$ cat src/rtl/ekf_soc_top_if.sv
// Control/status bundle for the SOC estimator: run/abort requests in, estimates and display out.
interface ekf_soc_top_if;
    logic        start;
    logic        mode;
    logic        stop_top;
    logic [23:0] ekf_vrc;
    logic [23:0] ekf_soc;
    logic        ekf_done;
    logic [6:0]  fnd_out_1;
    logic [6:0]  fnd_out_10;

    modport master (
        output start, mode, stop_top,
        input  ekf_vrc, ekf_soc, ekf_done, fnd_out_1, fnd_out_10
    );

    modport slave (
        input  start, mode, stop_top,
        output ekf_vrc, ekf_soc, ekf_done, fnd_out_1, fnd_out_10
    );
endinterface

$ cat src/rtl/ekf_soc_top.sv
// Battery SOC estimator: periodic RC-model prediction step plus two-digit SOC display.
// Define FND_EN to build the seven-segment decoder; otherwise segments are tied off (all dark).
module ekf_soc_top #(
    parameter int          STEP_CYCLES = 1000,
    parameter logic [4:0]  I_B         = 5'd10,
    parameter logic [23:0] R1_GAIN     = 24'h000666,
    parameter int          TAU_SHIFT   = 4,
    parameter logic [23:0] DSOC_PER_A  = 24'h000008,
    parameter logic [23:0] SOC_INIT    = 24'h800000
) (
    input  logic          clk,
    input  logic          n_rst,
    ekf_soc_top_if.slave  bus
);

    localparam int          CW       = (STEP_CYCLES > 2) ? $clog2(STEP_CYCLES) : 1;
    localparam logic [CW-1:0] LAST   = CW'(STEP_CYCLES - 1);
    localparam logic [23:0] SOC_FULL = 24'h800000;
    localparam logic [28:0] TGT_P    = 29'(I_B) * 29'(R1_GAIN);
    localparam logic [23:0] TGT      = TGT_P[23:0];
    localparam logic [29:0] D_SOC    = 30'(I_B) * 30'(DSOC_PER_A);

    typedef enum logic [1:0] {S_IDLE, S_WAIT, S_UPDATE} state_t;

    state_t        state, state_n;
    logic [CW-1:0] cnt, cnt_n;
    logic          mode_r;
    logic          upd;
    logic [23:0]   soc_q, soc_nxt;
    logic [23:0]   vrc_q, vrc_nxt;
    logic          done_q;
    logic          sat;

    logic [23:0]        target;
    logic signed [24:0] diff, stp, sum;
    logic [29:0]        soc_ext, soc_add;

    // RC branch relaxes toward its steady-state voltage by 1/2^TAU_SHIFT per step
    always_comb begin
        target  = mode_r ? (24'd0 - TGT) : TGT;
        diff    = $signed({target[23], target}) - $signed({vrc_q[23], vrc_q});
        stp     = diff >>> TAU_SHIFT;
        sum     = $signed({vrc_q[23], vrc_q}) + stp;
        vrc_nxt = sum[23:0];
    end

    // Wide intermediates so neither direction can wrap before clamping
    always_comb begin
        soc_ext = {6'd0, soc_q};
        soc_add = soc_ext + D_SOC;
        if (mode_r) begin
            soc_nxt = (soc_add >= {6'd0, SOC_FULL}) ? SOC_FULL : soc_add[23:0];
            sat     = (soc_nxt == SOC_FULL);
        end else begin
            soc_nxt = (soc_ext <= D_SOC) ? 24'd0 : soc_q - D_SOC[23:0];
            sat     = (soc_nxt == 24'd0);
        end
    end

    always_comb begin
        state_n = state;
        cnt_n   = cnt;
        upd     = 1'b0;
        case (state)
            S_IDLE: begin
                if (bus.start && !bus.stop_top) begin
                    state_n = S_WAIT;
                    cnt_n   = '0;
                end
            end
            S_WAIT: begin
                if (bus.stop_top)     state_n = S_IDLE;
                else if (cnt == LAST) state_n = S_UPDATE;
                else                  cnt_n   = cnt + 1'b1;
            end
            S_UPDATE: begin
                if (bus.stop_top) begin
                    state_n = S_IDLE;
                end else begin
                    upd     = 1'b1;
                    cnt_n   = '0;
                    state_n = sat ? S_IDLE : S_WAIT;
                end
            end
            default: state_n = S_IDLE;
        endcase
    end

    always_ff @(posedge clk or negedge n_rst) begin
        if (!n_rst) begin
            state  <= S_IDLE;
            cnt    <= '0;
            mode_r <= 1'b0;
            soc_q  <= SOC_INIT;
            vrc_q  <= '0;
            done_q <= 1'b0;
        end else begin
            state  <= state_n;
            cnt    <= cnt_n;
            done_q <= upd;
            if (state == S_IDLE && bus.start && !bus.stop_top)
                mode_r <= bus.mode;
            if (upd) begin
                soc_q <= soc_nxt;
                vrc_q <= vrc_nxt;
            end
        end
    end

    assign bus.ekf_soc  = soc_q;
    assign bus.ekf_vrc  = vrc_q;
    assign bus.ekf_done = done_q;

`ifdef FND_EN
    function automatic logic [6:0] seg7(input logic [3:0] d);
        case (d)
            4'd0:    seg7 = 7'b1000000;
            4'd1:    seg7 = 7'b1111001;
            4'd2:    seg7 = 7'b0100100;
            4'd3:    seg7 = 7'b0110000;
            4'd4:    seg7 = 7'b0011001;
            4'd5:    seg7 = 7'b0010010;
            4'd6:    seg7 = 7'b0000010;
            4'd7:    seg7 = 7'b1111000;
            4'd8:    seg7 = 7'b0000000;
            4'd9:    seg7 = 7'b0010000;
            default: seg7 = 7'h7F;
        endcase
    endfunction

    logic [30:0] pct_prod;
    logic [7:0]  pct_raw;
    logic [6:0]  pct;
    logic [3:0]  tens, ones;

    // 100 % would need three digits, so the display tops out at 99
    always_comb begin
        pct_prod = 31'(soc_q) * 31'd100;
        pct_raw  = pct_prod[30:23];
        pct      = (pct_raw > 8'd99) ? 7'd99 : pct_raw[6:0];
        tens     = 4'(pct / 7'd10);
        ones     = 4'(pct % 7'd10);
    end

    assign bus.fnd_out_10 = seg7(tens);
    assign bus.fnd_out_1  = seg7(ones);
`else
    assign bus.fnd_out_10 = 7'h7F;
    assign bus.fnd_out_1  = 7'h7F;
`endif

endmodule

$ cat src/flat_wrapper.sv
// flat-port wrapper written by rule: the top's interface ports become plain ports
module ekf_soc_top_flat 
#(
    parameter int          STEP_CYCLES = 1000,
    parameter logic [4:0]  I_B         = 5'd10,
    parameter logic [23:0] R1_GAIN     = 24'h000666,
    parameter int          TAU_SHIFT   = 4,
    parameter logic [23:0] DSOC_PER_A  = 24'h000008,
    parameter logic [23:0] SOC_INIT    = 24'h800000
)
  (clk, n_rst, bus_start, bus_mode, bus_stop_top, bus_ekf_vrc, bus_ekf_soc, bus_ekf_done, bus_fnd_out_1, bus_fnd_out_10);
  ekf_soc_top_if bus_i ();
  input  logic clk;
  input  logic n_rst;
  input wire logic [$bits(bus_i.start)-1:0] bus_start;
  input wire logic [$bits(bus_i.mode)-1:0] bus_mode;
  input wire logic [$bits(bus_i.stop_top)-1:0] bus_stop_top;
  output wire logic [$bits(bus_i.ekf_vrc)-1:0] bus_ekf_vrc;
  output wire logic [$bits(bus_i.ekf_soc)-1:0] bus_ekf_soc;
  output wire logic [$bits(bus_i.ekf_done)-1:0] bus_ekf_done;
  output wire logic [$bits(bus_i.fnd_out_1)-1:0] bus_fnd_out_1;
  output wire logic [$bits(bus_i.fnd_out_10)-1:0] bus_fnd_out_10;
  assign bus_i.start = bus_start;
  assign bus_i.mode = bus_mode;
  assign bus_i.stop_top = bus_stop_top;
  assign bus_ekf_vrc = bus_i.ekf_vrc;
  assign bus_ekf_soc = bus_i.ekf_soc;
  assign bus_ekf_done = bus_i.ekf_done;
  assign bus_fnd_out_1 = bus_i.fnd_out_1;
  assign bus_fnd_out_10 = bus_i.fnd_out_10;
  ekf_soc_top #(.STEP_CYCLES(STEP_CYCLES), .I_B(I_B), .R1_GAIN(R1_GAIN), .TAU_SHIFT(TAU_SHIFT), .DSOC_PER_A(DSOC_PER_A), .SOC_INIT(SOC_INIT)) u_core (.clk(clk), .n_rst(n_rst), .bus(bus_i));
endmodule
$ cat config.mk
export PLATFORM = sky130hd
export DESIGN_NAME = ekf_soc_top_flat
export DESIGN_NICKNAME = d
export VERILOG_FILES = /design/src/rtl/ekf_soc_top_if.sv /design/src/rtl/ekf_soc_top.sv /design/src/flat_wrapper.sv
export SDC_FILE = /design/constraint.sdc
export NUM_CORES = 1
export LEC_CHECK = 0
export CAP_MARGIN = 25
export CORE_ASPECT_RATIO = 0.7
export CORE_MARGIN = 5
export CORE_UTILIZATION = 41
export CTS_BUF_LIST = sky130_fd_sc_hd__clkbuf_8
export CTS_CLUSTER_SIZE = 40
export DETAILED_ROUTE_END_ITERATION = 8
export GPL_ROUTABILITY_DRIVEN = 0
export GPL_TIMING_DRIVEN = 0
export PLACE_DENSITY = 0.72
export SLEW_MARGIN = 20
export SYNTH_ARGS = -nofsm -noshare
export SYNTH_HDL_FRONTEND = slang
export SYNTH_SLANG_ARGS = --single-unit
$ cat constraint.sdc
create_clock -name clk -period 5.8 [get_ports clk]
set_input_delay 0.58 -clock clk [delete_from_list [all_inputs] [get_ports clk]]
set_output_delay 0.58 -clock clk [all_outputs]
set_load 0.02 [all_outputs]
==> impl_metrics.env <==
export IMPL_clock_skew_ps=6.56
export IMPL_netlist_area_mm2=0.00545
export IMPL_grt_max_degree=35
export IMPL_wire_per_inst_um=15.7
export IMPL_grt_usage=0.186
export IMPL_fin_ws_ps=363
export IMPL_cts_sink_count=62
export IMPL_syn_instance_count=679
export IMPL_vias_per_cell=5.56
export IMPL_worst_pin_slew_ps=903
export IMPL_synth_seq_cells=62
export IMPL_worstHoldPathType="in -> async"
export IMPL_placed_area_mm2=0.00626
export IMPL_ys_flop_type="dfrtp_1"
export IMPL_nets=815
export IMPL_remaining_drc_errors=0
export IMPL_cts_made_buffers=9
export IMPL_die_h_um=106
export IMPL_crit_fanout=16
export IMPL_yosysSeqAreaShare=0.285
export IMPL_grt_pass1_vias=4734
export IMPL_diodes=0
export IMPL_timing_critical_path_buf_inv=2
export IMPL_antenna_left=0
export IMPL_nFillCells=1257
export IMPL_num_rows=35
export IMPL_clock_latency_ps=360
export IMPL_crit_type="reg -> reg"
export IMPL_coreArea_mm2=0.0131
export IMPL_end_kind="flip-flop"
export IMPL_dieArea_mm2=0.0157
export IMPL_min_period_ps=5440
export IMPL_critPathTopFamily="compound AO/OA/AOI/OAI gates"
export IMPL_fmax_mhz=184
export IMPL_drt_first_pass_iters=5
export IMPL_multi_input_area_mm2=0.00358
export IMPL_status="completed"
export IMPL_startpoint_type="flip-flop"
export IMPL_synthTopCellsByCount="72 x nand2_1, 63 x nor2_1, 61 x dfrtp_1, 50 x o21ai_0"
export IMPL_p_leak_uw=0.00293
export IMPL_finalSetupViolCount=0
export IMPL_vias=5186
export IMPL_area_growth_pct=19.6
export IMPL_initial_core_util=0.417
export IMPL_cts_tree="done"
export IMPL_drive_gt1_frac=0.0862
export IMPL_slew_viol_final=0
export IMPL_cts_root_buf="clkbuf_8"
export IMPL_grt_overflow=0
export IMPL_min_period_over_period=0.937
export IMPL_slew_headroom=0.393
export IMPL_required_ps=6050
export IMPL_seqCellArea_mm2=0.00155
export IMPL_ys_types=65
export IMPL_synth_most_common_cell="nand2_1"
export IMPL_synth_top_area_frac=0.280
export IMPL_hpwl_um=11000
export IMPL_ys_async_sr_fraction=1.00
export IMPL_cts_clk_slew_worst_paths_ps=80
export IMPL_synth_warnings=0
export IMPL_cpMaxStageDelayCell="dfrtp_2"
export IMPL_wl_um=14700
export IMPL_pin_count=68
export IMPL_arrival_ps=5690
export IMPL_drt_iter0_drc=401
export IMPL_netlist_top_cell_by_area="dfrtp_1"
export IMPL_design_area_mm2=0.00652
export IMPL_grt_antenna_before_repair=0
export IMPL_fp_dieW_um=148
export IMPL_syn_avg_cell_area_um2=8.03
export IMPL_max_cap_violations=0
export IMPL_vdd_ir_drop_max_mv=0.128
export IMPL_power_density_mw_per_mm2=220
export IMPL_portBuffers=53
export IMPL_power_uw=1430
export IMPL_cts_max_level=3
export IMPL_cp_cell_sequence="clkinvlp_4 -> buf_4 -> ha_1 -> a21o_1 -> a221o_1 -> o21ai_0 -> a21oi_2 -> a211oi_2 -> o21ai_0 -> a21oi_1 -> xnor2_1 -> ha_1 -> nand2_1 -> or3_1 -> a211oi_1 -> nor2_1 -> a21boi_0 -> o21ai_0 -> a21o_1 -> a31o_2"
export IMPL_synth_edf_count=0
export IMPL_grt_pass1_wl_um=23900
export IMPL_cp_common_cell="o21ai_0"
export IMPL_cp_slowest_stage_delay_ps=590
export IMPL_ys_top_cells_by_area="dfrtp_1 28%, ha_1 11%, nand2_1 5.0%"
export IMPL_grt_setup_unrepaired="no"
export IMPL_hold_violations=0
export IMPL_place_ws_ps=-11.9
export IMPL_cts_max_path_buffers=2
[final cells by class]
type	instances	share of cell area
Multi-Input combinational cell	550	0.549
Clock buffer	9	0.0190
Tap cell	166	0.0318
Clock inverter	7	0.0150
Inverter	39	0.0230
Timing Repair Buffer	58	0.0886
Buffer	41	0.0351
Sequential cell	62	0.238
[cells by family after synthesis]
family                   share of synthesized area
AO/OA/AOI/OAI                                0.241
XOR/XNOR                                    0.0771
adder cells (fa/ha/maj)                      0.114
buffers and inverters                       0.0688
flip-flops                                   0.285
multiplexers                               0.00574
other                                     0.000688
AND/OR/NAND/NOR                              0.208
[metrics by stage]
step	hold WS [ps]	utilization	setup TNS (ps)	std cells
floorplan	284	-	0	692
global placement	489	0.477	-48.1	911
detailed placement	499	0.478	-11.9	912
CTS	144	0.495	0	928
global route	160	0.498	0	932
finish	140	0.498	0	932
[metal layers]
layer | wire length, um | up-vias | track usage | share of wire
met2 | 5970 | 174 | 0.262 | 0.41
met5 | 0 | - | 0 | 0
met1 | 7560 | 2426 | 0.283 | 0.52
met3 | 941 | 15 | 0.0392 | 0.064
met4 | 180 | 0 | 0.0514 | 0.012
li1 | - | 2571 | - | -
[sequential cells by signal, summed over array words and instances, names as in the netlist]
signal and count:
u_core.bus.ekf_done 1, u_core.bus.ekf_soc 24, u_core.bus.ekf_vrc 24, u_core.cnt 10, u_core.mode_r 1, u_core.state 2
[path summary, 6_finish.rpt]
kind,startpoint,end,slack (ps),cells after the start
setup / recovery,u_core.mode_r$_DFFE_PN0P_,u_core.bus.ekf_vrc[21]$_DFFE_PN0P_,360,20
hold / removal,n_rst,u_core.bus.ekf_soc[8]$_DFFE_PN0P_,140,1
setup reg to reg,u_core.mode_r$_DFFE_PN0P_,u_core.bus.ekf_vrc[21]$_DFFE_PN0P_,360,20
hold reg to reg,u_core.cnt[0]$_DFFE_PN0P_,u_core.cnt[0]$_DFFE_PN0P_,500,1
max in group asynchronous,n_rst,u_core.mode_r$_DFFE_PN0P_,5140,2
min in group clk,u_core.cnt[0]$_DFFE_PN0P_,u_core.cnt[0]$_DFFE_PN0P_,500,1
[power by group]
part / internal [uW] / switching [uW] / leakage, uW
sequential: 439 / 12.9 / 0.000824
clock: 243 / 199 / 0.000106
combinational: 231 / 308 / 0.00200
total: 913 / 520 / 0.00293
[worst reg2reg max path: cells and delay by family (launching register included)]
kind / cells / cell delay (ps)
and+or+nand+nor: 3 / 690
adders and majority gates: 2 / 700
buffers and inverters: 2 / 310
AOI/OAI and AO/OA: 12 / 2920
xor gates and xnor gates: 1 / 110
DFF: 1 / 590
[layout by cell type (no fill, tap or decap), types with 12 or more instances in the layout]
| cell | count |
|---|---|
| nor2_1 | 63 |
| buf_4 | 20 |
| a211oi_1 | 12 |
| xnor2_1 | 28 |
| o21ai_0 | 50 |
| ha_1 | 48 |
| xor2_1 | 20 |
| clkdlybuf4s50_1 | 52 |
| a21oi_1 | 47 |
| a21o_1 | 20 |
| nand2_1 | 72 |
| inv_1 | 38 |
| dfrtp_1 | 60 |
| conb_1 | 14 |
| clkbuf_1 | 13 |
| nor3_1 | 18 |
| and3_1 | 12 |
[repair_timing]
action / 4_1_cts / 5_1_grt
resized for setup: 1 / 3
hold buffers: 0 / 0
buffers inserted: 0 / 4
setup endpoints to repair: 1 / 2
Note: power is estimated with default switching activity, not from simulation.
==> patch: new RTL, same flow settings <==
`STEP_CYCLES` is set to 1000 in 2 places; all go to 4000.
--- a/src/rtl/ekf_soc_top.sv
+++ b/src/rtl/ekf_soc_top.sv
@@ -1,7 +1,7 @@
 // Battery SOC estimator: periodic RC-model prediction step plus two-digit SOC display.
 // Define FND_EN to build the seven-segment decoder; otherwise segments are tied off (all dark).
 module ekf_soc_top #(
-    parameter int          STEP_CYCLES = 1000,
+    parameter int          STEP_CYCLES = 4000,
     parameter logic [4:0]  I_B         = 5'd10,
     parameter logic [23:0] R1_GAIN     = 24'h000666,
     parameter int          TAU_SHIFT   = 4,
--- a/src/flat_wrapper.sv
+++ b/src/flat_wrapper.sv
@@ -1,7 +1,7 @@
 // flat-port wrapper written by rule: the top's interface ports become plain ports
 module ekf_soc_top_flat 
 #(
-    parameter int          STEP_CYCLES = 1000,
+    parameter int          STEP_CYCLES = 4000,
     parameter logic [4:0]  I_B         = 5'd10,
     parameter logic [23:0] R1_GAIN     = 24'h000666,
     parameter int          TAU_SHIFT   = 4,
Function: no difference found for any inputs over 10 cycles, from zero or initial values and one cycle with n_rst low; that may be too few to reach the edited logic, so the function may still have changed.
==> patch against the original RTL <==
Routed wire length down 3.7%; setup slack worse by 0.034 ns; count of clock-buffer cells in the layout increased by 1; largest power group is now sequential cells; critical path type unchanged; area after synthesis up 0.69%; sequential cell count increased by 2; design area up 0.29%; synthesized cell count shrank 1.8%; power down 7.5%; global-route usage fell by 0.60 points.
==> patch: results (changes against the original RTL) <==
The library cell contributing the largest single delay on the critical path was dfrtp_4 (was dfrtp_2). Largest cells by area after synthesis: dfrtp_1 (29%), ha_1 (11%), nand2_1 (5.4%) (was dfrtp_1 (28%), ha_1 (11%), nand2_1 (5.0%)). End of the worst register-to-register path: u_core.bus.ekf_vrc[23] (was u_core.bus.ekf_vrc[21]). The run gives 900 (was 912) as the total instance count after detailed placement. The number of antenna diodes is 0 (unchanged), and the overall power is 1.325 mW (was 1.432 mW). The leakage power summed over all cells was 2.863 nW (was 2.929 nW); the depth of the worst register-to-register path was 22 (was 20).

The total of warnings raised by yosys was 0 (unchanged); the first-pass GRT wire length was 23.32 mm (was 23.94 mm). The average cell area after synthesis came out at 8.233 µm² (was 8.032 µm²). The number of vias after detailed routing is 5084 (was 5186), and the worst setup slack before clock tree synthesis is -0.2646 ns (was -0.01187 ns). For the placed standard-cell area, the log shows 6304 µm² (was 6259 µm²).

The number of global-route vias before repair was 4631 (was 4734); the multiplexer fraction of the synthesized cell area was 0.01253 (was 0.005735). For the count of cell types in the netlist, the log shows 75 (was 65). The buffer levels on the longest clock path is 2 (unchanged), and the worst max-slew margin expressed relative to the limit is 0.5513 (was 0.3932). The run gives 0.1049 mV (was 0.1280 mV) as the worst voltage drop across the vdd grid. The total half-perimeter wirelength after legalization and detailed placement was 10.50 mm (was 10.99 mm); the adder and majority gate portion of the synthesized area was 0.1130 (was 0.1138). Xor and xnor fraction of the mapped netlist area: 0.07974 (was 0.07708). For the portion of total power attributed to combinational logic, the log shows 0.350 (was 0.376). The shortest period the worst path allows was 5.471 ns (was 5.437 ns). The share of total power consumed by net switching is 0.3488 (was 0.3629). The flow ran to the end, and the final reports show no timing, DRC or antenna violations. The count of nets after finishing was 802 (was 815); the critical path data arrival time was 5.75 ns (was 5.69 ns). The share of layout cells above drive strength 1 is 0.08632 (was 0.08616). The run gives 0.1796 (was 0.1857) as the total global-route track usage. The main power-consuming group was sequential cells (was combinational cells).

The routed wire length per instance was 15.37 µm (was 15.73 µm); the initial DRC count was 302 (was 401). Top cells by count, synth: nand2_1 (79), dfrtp_1 (63), nor2_1 (57), a21oi_1 (52), o21ai_0 (49) (was nand2_1 (72), nor2_1 (63), dfrtp_1 (61), o21ai_0 (50)). The worst hold slack is 0.1013 ns (was 0.1395 ns), and the complex-gate fraction of the synthesized area is 0.2340 (was 0.2409).

The setup clock skew after layout is 0.004713 ns (was 0.006564 ns), and the fraction of power consumed by sequential logic is 0.353 (was 0.315). The run gives 0.33 ns (was 0.36 ns) as the reg-to-reg setup timing slack. The number of filler instances in the final layout was 1268 (was 1257); the maximum number of pins on one net before global-route repair was 46 (was 35).
patch: cell types whose count changed after synthesis, moves of 6 or more:
cell	change
o21ai_1	+7
a211oi_1	-11
nand3_1	+9
nand2_1	+7
o22ai_1	-7
buf_2	-7
nor2_1	-6
patch: cell type report:
cell class / count / area (µm²) / share of cell area
Tap cell: 166 / 207.7 / 0.03175
Inverter: 35 / 135.1 / 0.02065
Clock buffer: 10 / 137.6 / 0.02104
Buffer: 34 / 230.2 / 0.03519
Multi-Input combinational cell: 547 / 3587 / 0.5483
Timing Repair Buffer: 57 / 578.1 / 0.08835
Sequential cell: 64 / 1607 / 0.2456
Clock inverter: 6 / 60.06 / 0.009180
patch: layer usage:
metal  GRT usage  share of wire  wire (µm)
met1      0.2811           0.54       7556
met2      0.2520           0.40       5704
met3     0.03718          0.049        695
met4     0.03757          0.012        166
met5           0              0          0
